===== config.mk =====
export PLATFORM = sky130hd
export DESIGN_NAME = slice_serial_adder
export DESIGN_NICKNAME = d
export VERILOG_FILES = /design/src/rtl/slice_serial_adder_pkg.sv /design/src/rtl/slice_serial_adder_lac.sv /design/src/rtl/slice_serial_adder.sv
export SDC_FILE = /design/constraint.sdc
export NUM_CORES = 1
export LEC_CHECK = 0
export CAP_MARGIN = 0
export CORE_AREA = 8 8 86 81
export CTS_BUF_LIST = sky130_fd_sc_hd__clkbuf_4 sky130_fd_sc_hd__clkbuf_8 sky130_fd_sc_hd__clkbuf_16
export DETAILED_ROUTE_END_ITERATION = 8
export DIE_AREA = 0 0 94 89
export PLACE_DENSITY = 0.8
export SLEW_MARGIN = 20
export SYNTH_ARGS = -nofsm -noshare
export SYNTH_HDL_FRONTEND = slang
export SYNTH_SLANG_ARGS = --single-unit

===== constraint.sdc =====
create_clock -name clk_in -period 3.19 [get_ports clk_in]
set_input_delay 0.638 -clock clk_in [delete_from_list [all_inputs] [get_ports clk_in]]
set_output_delay 0.638 -clock clk_in [all_outputs]
set_load 0.1 [all_outputs]

===== src/rtl/slice_serial_adder_pkg.sv =====
// Shared types and constants for the slice-serial adder/subtractor.
package slice_serial_adder_pkg;
    localparam int DEF_WIDTH = 16;
    localparam int DEF_SLICE = 4;

    typedef enum logic [1:0] {IDLE, RUN, DONE} state_t;

    // Width of the slice index; never below one bit so a single-slice build still has a counter.
    function automatic int idx_w(input int nslice);
        return (nslice > 1) ? $clog2(nslice) : 1;
    endfunction
endpackage


===== src/rtl/slice_serial_adder_lac.sv =====
// Look-ahead carry unit for one slice: per-bit carries plus group propagate/generate.
module slice_serial_adder_lac #(
    parameter int BITS = 4
) (
    input  logic [BITS-1:0] p,
    input  logic [BITS-1:0] g,
    input  logic            cin,
    output logic [BITS-1:0] carry,
    output logic            grp_p,
    output logic            grp_g
);
    // Carry into bit n expressed as a flat function of p/g/cin; synthesis collapses the loop.
    function automatic logic carry_into(input logic [BITS-1:0] pp, input logic [BITS-1:0] gg,
                                        input logic c0, input int n);
        logic t;
        t = c0;
        for (int j = 0; j < n; j++) t = gg[j] | (pp[j] & t);
        return t;
    endfunction

    always_comb begin
        carry = '0;
        for (int i = 0; i < BITS; i++) carry[i] = carry_into(p, g, cin, i);
        grp_g = carry_into(p, g, 1'b0, BITS);
        grp_p = &p;
    end
endmodule


===== src/rtl/slice_serial_adder.sv =====
// Multi-cycle A+B+Cin / A-B: one SLICE-bit slice per clock, LSB slice first.
module slice_serial_adder
    import slice_serial_adder_pkg::*;
#(
    parameter int WIDTH = DEF_WIDTH,
    parameter int SLICE = DEF_SLICE
) (
    input  logic             clk_in,
    input  logic             reset_n_in,
    input  logic             start_in,
    input  logic             sub_in,
    input  logic [WIDTH-1:0] a_in,
    input  logic [WIDTH-1:0] b_in,
    input  logic             c_in,
    output logic [WIDTH-1:0] sum_out,
    output logic             c_out,
    output logic             v_out,
    output logic             busy_out,
    output logic             done_out
);
    localparam int NSLICE = WIDTH / SLICE;
    localparam int KW     = idx_w(NSLICE);
    localparam logic [KW-1:0] K_LAST = KW'(NSLICE - 1);

    if (WIDTH % SLICE != 0) begin : g_bad_slice
        $error("slice_serial_adder: WIDTH must be a multiple of SLICE");
    end

    state_t           state_q, state_d;
    logic [WIDTH-1:0] a_q, b_q, sum_q;
    logic [KW-1:0]    k_q;
    logic             carry_q, c_q, v_q;

    logic [SLICE-1:0] a_sl, b_sl, p, g, carries, s_sum;
    logic             grp_p, grp_g, s_cout;

    assign a_sl   = a_q[k_q*SLICE +: SLICE];
    assign b_sl   = b_q[k_q*SLICE +: SLICE];
    assign p      = a_sl ^ b_sl;
    assign g      = a_sl & b_sl;
    assign s_sum  = p ^ carries;
    assign s_cout = grp_g | (grp_p & carry_q);

    slice_serial_adder_lac #(.BITS(SLICE)) u_lac (
        .p     (p),
        .g     (g),
        .cin   (carry_q),
        .carry (carries),
        .grp_p (grp_p),
        .grp_g (grp_g)
    );

    always_ff @(posedge clk_in) begin
        if (!reset_n_in) state_q <= IDLE;
        else             state_q <= state_d;
    end

    always_comb begin
        state_d = state_q;
        case (state_q)
            IDLE:    if (start_in) state_d = RUN;
            RUN:     if (k_q == K_LAST) state_d = DONE;
            DONE:    state_d = IDLE;
            default: state_d = IDLE;
        endcase
    end

    always_ff @(posedge clk_in) begin
        if (!reset_n_in) begin
            a_q     <= '0;
            b_q     <= '0;
            sum_q   <= '0;
            k_q     <= '0;
            carry_q <= 1'b0;
            c_q     <= 1'b0;
            v_q     <= 1'b0;
        end else begin
            case (state_q)
                IDLE: if (start_in) begin
                    a_q     <= a_in;
                    b_q     <= sub_in ? ~b_in : b_in;
                    carry_q <= sub_in ? 1'b1 : c_in;
                    k_q     <= '0;
                    sum_q   <= '0;
                end
                RUN: begin
                    sum_q[k_q*SLICE +: SLICE] <= s_sum;
                    carry_q <= s_cout;
                    k_q     <= k_q + 1'b1;
                    // Overflow: carry into the top bit differs from carry out of it.
                    if (k_q == K_LAST) begin
                        c_q <= s_cout;
                        v_q <= carries[SLICE-1] ^ s_cout;
                    end
                end
                default: ;
            endcase
        end
    end

    assign sum_out  = sum_q;
    assign c_out    = c_q;
    assign v_out    = v_q;
    assign busy_out = (state_q == RUN);
    assign done_out = (state_q == DONE);
endmodule


==> out/qor.yml, run 1 <==
synth_top_flop_cell: "dfxtp_1"
drv_slew: 0
drv_cap: 0
rsz0062_at_grt: "no"
area_growth_syn_to_layout_pct: 24.4
track_usage: 0.151
instances_no_fill: 400
use_met3: 0.0504
dp.cells: 392
critPathRequiredTime_ns: 3.43
hold_viol_final: 0
path_clk_slew_ns: 0.10
ys_seq_area_frac: 0.408
slew_headroom: 0.588
globalRouteMet1Util: 0.192
yosys.area.top_type: "dfxtp_1"
core_area_mm2: 0.00547
numCtsBuffers: 5
busiest_layer: "met2"
status: "finished clean"
synth_edf_count: 0
die_y_um: 89
synthTopCellsByArea: "dfxtp_1, nand2_1, mux4_2"
io_pins: 57
diodes: 0
drt-total-wl_um: 6070
critPathCaptureType: "register"
cts_sinks: 55
first_iter_violations: 93
path_max_fanout: 10
first_global_vias: 2203
ant_nets: 0
antenna_found_initial: 0
critical_path.top_delay_family: "multiplexers"
ys_ff_latch: 55
rows: 26
routedWlPerCell_um: 15.2
post-place-ws_ns: 0.584
start_kind: "register"
hold_class: "register to register"
cts_resized: 0
vdd_ir_drop_max_mv: 0.223
worst-path-buf-inv: 1
hpwl_um: 4650
dieArea_mm2: 0.00837
crit_arrival_ns: 2.90
syn_inst: 279
slowest_stage: "mux4_2"
yosysUniqueCellTypes: 39
multi_input_area_mm2: 0.00148
synth_fp_nets: 327
num-fill-cells: 484
synth_top_cell_area_share: 0.408
ys_warn_count: 0
fin_tns_setup_ns: 0
gp_congestion: 0.875
path_cells: "buf_4, mux4_2, ha_1, and3_1, a31o_2, or3_1, a31oi_1"
finalNetCount: 377
finalCritPeriodShare: 0.833
vias: 2138
pwr_density_cell_mw_per_mm2: 433
p_leak_nw: 1.43
htree_num_levels: 2
grt_max_degree: 45
netlist_top_cells_count: "dfxtp_1, nand2_1, a21boi_0, xnor2_1"
first_pass_iters: 5
fmax_mhz: 376
fin_ws_ns: 0.531
fin_crit_ns: 2.66
start_util: 0.494
portBuffers: 56
cts_tree: "done"
path_class: "register to register"
grt_pass1_wl_um: 10200
cts_setup_buffers: 0
drive_above_1_share: 0.142
setup_viol: 0
fp.dieW_um: 94
fin_skew_ns: 0.00923
syn_avg_cell_area_um2: 9.68
route.detailed.drc: 0
slowest_delay_ns: 0.54
netlist_area_mm2: 0.00270
cts_hold_buf: 0
clk_latency_ns: 0.32
use_met2: 0.235
synthArstFlopShare: 0
grt-ovfl-total: 0
via_per_inst: 5.35
seq_area_mm2: 0.00110
cts-root-buf: "clkbuf_8"
clockBufferDepth: 2
worst_pin_slew_ns: 0.617
per-layer routing:
metal / vias up / part of all wire
li1: 1062 / -
met4: 0 / 0.011
met5: - / 0
met2: 62 / 0.47
met1: 1006 / 0.45
met3: 8 / 0.068
where the power goes:
part           internal [mW]  switching (mW)  total, mW
clock                  0.159           0.244      0.403
sequential             0.724          0.0277      0.752
combinational          0.141           0.157      0.298
through the flow:
step / power [mW] / util / hold WS (ns) / area [µm²]
3_5_place_dp: 1.07 / 0.598 / 0.458 / 3270
5_1_grt: 1.51 / 0.614 / 0.497 / 3360
2_1_floorplan: 0.962 / - / 0.432 / 2700
4_1_cts: 1.46 / 0.614 / 0.473 / 3360
6_report: 1.45 / 0.614 / 0.474 / 3360
3_3_place_gp: 1.06 / 0.598 / 0.452 / 3270
cell type report:
| class | instances | area share |
|---|---|---|
| repair buffers | 62 | 0.169 |
| multi-input cells | 196 | 0.440 |
| inverters | 9 | 0.0101 |
| clock buffers | 5 | 0.0205 |
| well taps | 70 | 0.0261 |
| clock inverters | 3 | 0.00671 |
| flip-flops and latches | 55 | 0.328 |
worst paths after layout:
| path | from | endpoint | slack, ns | depth (start not counted) |
|---|---|---|---|---|
| max | k_q[0]$_SDFFE_PN0P_ | v_out$_SDFFE_PN0P_ | 0.53 | 7 |
| max reg2reg | k_q[0]$_SDFFE_PN0P_ | v_out$_SDFFE_PN0P_ | 0.53 | 7 |
| min reg2reg | a_q[6]$_SDFFE_PN0P_ | a_q[6]$_SDFFE_PN0P_ | 0.47 | 2 |
| min | a_q[6]$_SDFFE_PN0P_ | a_q[6]$_SDFFE_PN0P_ | 0.47 | 2 |
cells by family (layout without fill, tap and decap cells):
| kind of cell | count (synthesis) | after routing | share of synthesized area |
|---|---|---|---|
| XOR/XNOR | 17 | 17 | 0.0551 |
| AND/OR/NAND/NOR | 91 | 91 | 0.163 |
| adder cells (fa/ha/maj) | 11 | 11 | 0.0593 |
| buffers and inverters | 28 | 79 | 0.0454 |
| multiplexers | 9 | 9 | 0.0704 |
| flip-flops | 55 | 55 | 0.408 |
| AO/OA/AOI/OAI | 68 | 68 | 0.199 |
flip-flops by register name, indices dropped and copies added (netlist names):
name     flops
carry_q      1
v_out        1
sum_out     16
c_out        1
state_q      2
b_q         16
a_q         16
k_q          2
placed cells by master (no fill, tap or decap), types with 2 or more instances in the layout:
master and n:
nand2_1 55, dfxtp_1 55, clkdlybuf4s50_1 36, buf_4 25, a21boi_0 17, xnor2_1 17, nor2b_1 16, o211a_1 16
a22oi_1 14, inv_1 9, mux4_2 8, ha_1 8, o21ai_0 7, clkbuf_8 5, and3_1 4, a21o_1 4
nor2_1 3, and2_1 3, fa_1 3, a22o_1 2, inv_6 2
worst min-delay path, cell delays in order (launching register included):
cell,delay [ns]
dfxtp_1,0.33
nand2_1,0.05
a21boi_0,0.06
Power figures use the tool's default switching activity.
==> run 2: changes to the inputs <==
- clock period: 3.19 -> 2.7 ns (I/O delays scaled with it)
==> run 2 against run 1 <==
Against the previous run: sequential share of layout area hardly changed; largest cell class unchanged; utilization is 0.14 points higher; total power is 17% higher; wire length is 4.2% lower; global-route usage is 0.54 points lower; highest routed layer unchanged.
==> out/qor.yml, run 2 (synthesized netlist as in run 1, its figures left out) <==
hpwl_um: 4480
routedWlPerCell_um: 14.5
grt-ovfl-total: 0
hold_viol_final: 0
htree_num_levels: 2
critical_path.top_delay_family: "multiplexers"
fmax_mhz: 396
cts_hold_buf: 0
status: "finished clean"
fp.dieW_um: 94
worst_pin_slew_ns: 0.629
holdPathEnd: "a_q[1]$_SDFFE_PN0P_"
pwr_density_cell_mw_per_mm2: 505
dieArea_mm2: 0.00837
hold_class: "register to register"
slew_headroom: 0.579
hold_depth: 2
grt_pass1_wl_um: 9890
drv_cap: 0
die_y_um: 89
drv_slew: 0
via_per_inst: 5.30
ant_nets: 0
cts_sinks: 55
io_pins: 57
first_pass_iters: 4
drt-total-wl_um: 5810
core_area_mm2: 0.00547
vdd_ir_drop_max_mv: 0.282
portBuffers: 56
path_class: "register to register"
fin_skew_ns: 0.00918
fin_ws_ns: 0.174
first_iter_violations: 62
track_usage: 0.145
path_max_fanout: 10
r2r_end: "v_out$_SDFFE_PN0P_"
reg2reg_setup_slack_ns: 0.17
slowest_stage: "mux4_2"
total_power_mw: 1.70
cts-root-buf: "clkbuf_8"
r2r_cells: 7
start_util: 0.494
post-place-ws_ns: 0.100
finalNetCount: 379
gp_congestion: 0.813
slowest_delay_ns: 0.53
diodes: 0
drive_above_1_share: 0.151
fin_crit_ns: 2.53
p_leak_nw: 1.44
area_growth_syn_to_layout_pct: 24.7
critPathCaptureType: "register"
start_kind: "register"
grt_max_degree: 50
setup_viol: 0
route.detailed.drc: 0
crit_arrival_ns: 2.76
path_cells: "buf_4, mux4_2, ha_1, and3_1, a31o_2, or3_1, a31oi_1"
finalCritPeriodShare: 0.936
final_common_cell: "nand2_1"
path_clk_slew_ns: 0.10
critPathRequiredTime_ns: 2.93
cts_resized: 0
rows: 26
cts_tree: "done"
final_cell_mix: "nand2_1, dfxtp_1, clkdlybuf4s50_1"
first_global_vias: 2135
numCtsBuffers: 5
rsz0062_at_grt: "no"
fin_tns_setup_ns: 0
r2r_start: "k_q[0]$_SDFFE_PN0P_"
clockBufferDepth: 2
vias: 2124
cts_setup_buffers: 0
clk_latency_ns: 0.31
worst-path-buf-inv: 1
antenna_found_initial: 0
hold_path.startpoint: "a_q[1]$_SDFFE_PN0P_"
run 2: cell count changes in the layout (fill, tap and decap cells not counted), sizes merged:
| cell | delta |
|---|---|
| inv | -2 |
| buf | +2 |
| clkbuf | +1 |
run 2: power by group:
group	leakage (nW)	internal (mW)	switching [mW]
Sequential	0.451	0.855	0.0298
Clock	0.0470	0.202	0.257
Combinational	0.946	0.168	0.186
run 2: layer usage:
| metal | vias up | wire length (µm) | global-route usage |
|---|---|---|---|
| met2 | 54 | 2610 | 0.232 |
| met1 | 994 | 2790 | 0.185 |
| met4 | 0 | 68 | 0.0475 |
| met5 | - | 0 | 0 |
| li1 | 1068 | - | - |
| met3 | 8 | 346 | 0.0411 |
run 2: worst max path at each step:
| stage | startpoint | end | slack [ns] | depth (start not counted) |
|---|---|---|---|---|
| 6_report | k_q[0]$_SDFFE_PN0P_ | v_out$_SDFFE_PN0P_ | 0.17 | 7 |
| 5_1_grt | k_q[0]$_SDFFE_PN0P_ | v_out$_SDFFE_PN0P_ | 0.02 | 7 |
| 4_1_cts | k_q[1]$_SDFFE_PN0P_ | sum_out[15]$_SDFFE_PN0P_ | 0.08 | 8 |
| 3_5_place_dp | k_q[1]$_SDFFE_PN0P_ | sum_out[15]$_SDFFE_PN0P_ | 0.10 | 8 |
| 3_3_place_gp | k_q[1]$_SDFFE_PN0P_ | sum_out[15]$_SDFFE_PN0P_ | 0.19 | 8 |
| 2_1_floorplan | k_q[0]$_SDFFE_PN0P_ | sum_out[10]$_SDFFE_PN0P_ | 0.09 | 9 |
run 2: worst min-delay path, delay by kind of cell (launching register included):
family	cells	cell delay, ns
flip-flops	1	0.32
AO/OA/AOI/OAI	1	0.06
AND/OR/NAND/NOR	1	0.05
run 2: final cells by class:
class / instances / area [µm²]
clock buffers: 6 / 82.6
inverters: 9 / 33.8
clock inverters: 1 / 5.00
well taps: 70 / 87.6
repair buffers: 64 / 571
fillers: 461 / 2100
multi-input cells: 196 / 1480
flip-flops and latches: 55 / 1100
run 2: stage by stage:
| stage | util | area (µm²) | hold slack [ns] | instances |
|---|---|---|---|---|
| after floorplan | - | 2700 | 0.432 | 279 |
| after global placement | 0.598 | 3270 | 0.455 | 394 |
| after detailed placement | 0.598 | 3270 | 0.456 | 394 |
| after CTS | 0.614 | 3360 | 0.472 | 401 |
| after global routing | 0.616 | 3370 | 0.485 | 401 |
| final | 0.616 | 3370 | 0.468 | 401 |
==> run 3: changes to the inputs <==
- CELL_PAD_IN_SITES_DETAIL_PLACEMENT: unset -> 0
- CELL_PAD_IN_SITES_GLOBAL_PLACEMENT: unset -> 1
- CORE_AREA: 8 8 86 81 -> 8 8 97 90
- DIE_AREA: 0 0 94 89 -> 0 0 105 98
- PLACE_DENSITY: 0.8 -> 0.81
==> run 3 against run 2 <==
Against the previous run: maximum frequency grew 1.5%; sequential power barely moved; non-clock buffer count rose by 1; flip-flop and latch count is the same; cell count up 7.0%; register-to-register slack improved by 0.04 ns; cell area grew 2.7%; critical path type unchanged; critical endpoint unchanged; highest routed layer unchanged.
==> out/qor.yml, run 3 (synthesized netlist as in run 1, its figures left out) <==
status: "finished clean"
vdd_ir_drop_max_mv: 0.266
crit_arrival_ns: 2.73
path_max_fanout: 7
core_area_mm2: 0.00721
track_usage: 0.121
hold_viol_final: 0
dpl_cell_area_mm2: 0.00333
total_power_mw: 1.80
worst_path_most_repeated_cell: "fa_1"
drive_above_1_share: 0.156
dp.cells: 421
drt-total-wl_um: 6060
io_pins: 57
area_growth_syn_to_layout_pct: 28.0
first_iter_violations: 77
path_class: "register to register"
ant_nets: 0
path_cells: "mux4_2, fa_1, inv_1, fa_1, fa_1, or3_1, a31oi_1"
final_cell_mix: "nand2_1, dfxtp_1, clkdlybuf4s50_1"
critPathCaptureType: "register"
slew_headroom: 0.640
num-fill-cells: 705
cts_resized: 0
rows: 30
grt_max_degree: 50
start_kind: "register"
worst_pin_slew_ns: 0.541
antenna_found_initial: 0
hold_class: "register to register"
slowest_stage: "dfxtp_1"
critical_path.top_delay_family: "adder cells"
diodes: 0
cts-root-buf: "clkbuf_8"
via_per_inst: 4.90
drv_slew: 0
cts_setup_buffers: 0
drv_cap: 0
grt_pass1_wl_um: 10400
die_y_um: 98
critPathRequiredTime_ns: 2.95
vias: 2102
numCtsBuffers: 5
fp.dieW_um: 105
dieArea_mm2: 0.0103
first_global_vias: 2127
gp_congestion: 0.789
final_common_cell: "nand2_1"
pwr_density_cell_mw_per_mm2: 521
cts_sinks: 55
grt-ovfl-total: 0
htree_num_levels: 2
start_util: 0.375
slowest_delay_ns: 0.53
first_pass_iters: 4
clk_latency_ns: 0.31
instances_no_fill: 429
fin_crit_ns: 2.49
route.detailed.drc: 0
routedWlPerCell_um: 14.1
finalNetCount: 380
cts_tree: "done"
clockBufferDepth: 2
worst-path-buf-inv: 1
fin_skew_ns: 0.00947
hpwl_um: 4760
seq_area_mm2: 0.00110
fmax_mhz: 402
cts_hold_buf: 0
portBuffers: 56
multi_input_area_mm2: 0.00148
path_clk_slew_ns: 0.10
finalCritPeriodShare: 0.921
p_leak_nw: 1.47
setup_viol: 0
fin_area_mm2: 0.00346
run 3: final cells by class:
type | instances | area share
Tap cell | 96 | 0.0348
Sequential cell | 55 | 0.319
Inverter | 9 | 0.00978
Clock buffer | 5 | 0.0199
Multi-Input combinational cell | 196 | 0.429
Clock inverter | 3 | 0.0127
Timing Repair Buffer | 65 | 0.175
run 3: worst min-delay path: stages (launching register included):
cell      delay [ns]
dfxtp_1         0.32
nand2_1         0.04
a21boi_0        0.06
run 3: path summary, 6_finish.rpt:
kind / start / to / slack (ns) / cells after the start
setup / recovery: k_q[1]$_SDFFE_PN0P_ / v_out$_SDFFE_PN0P_ / 0.21 / 7
hold / removal: a_q[7]$_SDFFE_PN0P_ / a_q[7]$_SDFFE_PN0P_ / 0.47 / 2
setup reg to reg: k_q[1]$_SDFFE_PN0P_ / v_out$_SDFFE_PN0P_ / 0.21 / 7
hold reg to reg: a_q[7]$_SDFFE_PN0P_ / a_q[7]$_SDFFE_PN0P_ / 0.47 / 2
run 3: layer usage:
metal / part of all wire / global-route usage / vias up
met4: 0.013 / 0.0307 / 0
li1: - / - / 1071
met5: 0 / 0 / -
met2: 0.46 / 0.195 / 50
met3: 0.063 / 0.0421 / 7
met1: 0.47 / 0.150 / 974
run 3: stage by stage:
step	hold slack [ns]	worst slack, ns	utilization	TNS, ns
floorplan	0.432	0.0885	-	0
global placement	0.452	0.194	0.463	0
detailed placement	0.457	0.0924	0.463	0
CTS	0.472	0.0760	0.478	0
global route	0.498	-0.000147	0.480	-0.000147
finish	0.467	0.212	0.480	0
run 3: power breakdown:
group	leakage [nW]	switching [mW]	internal, mW
clock	0.0581	0.273	0.277
sequential	0.451	0.0311	0.856
combinational	0.960	0.191	0.173
total	1.47	0.495	1.31
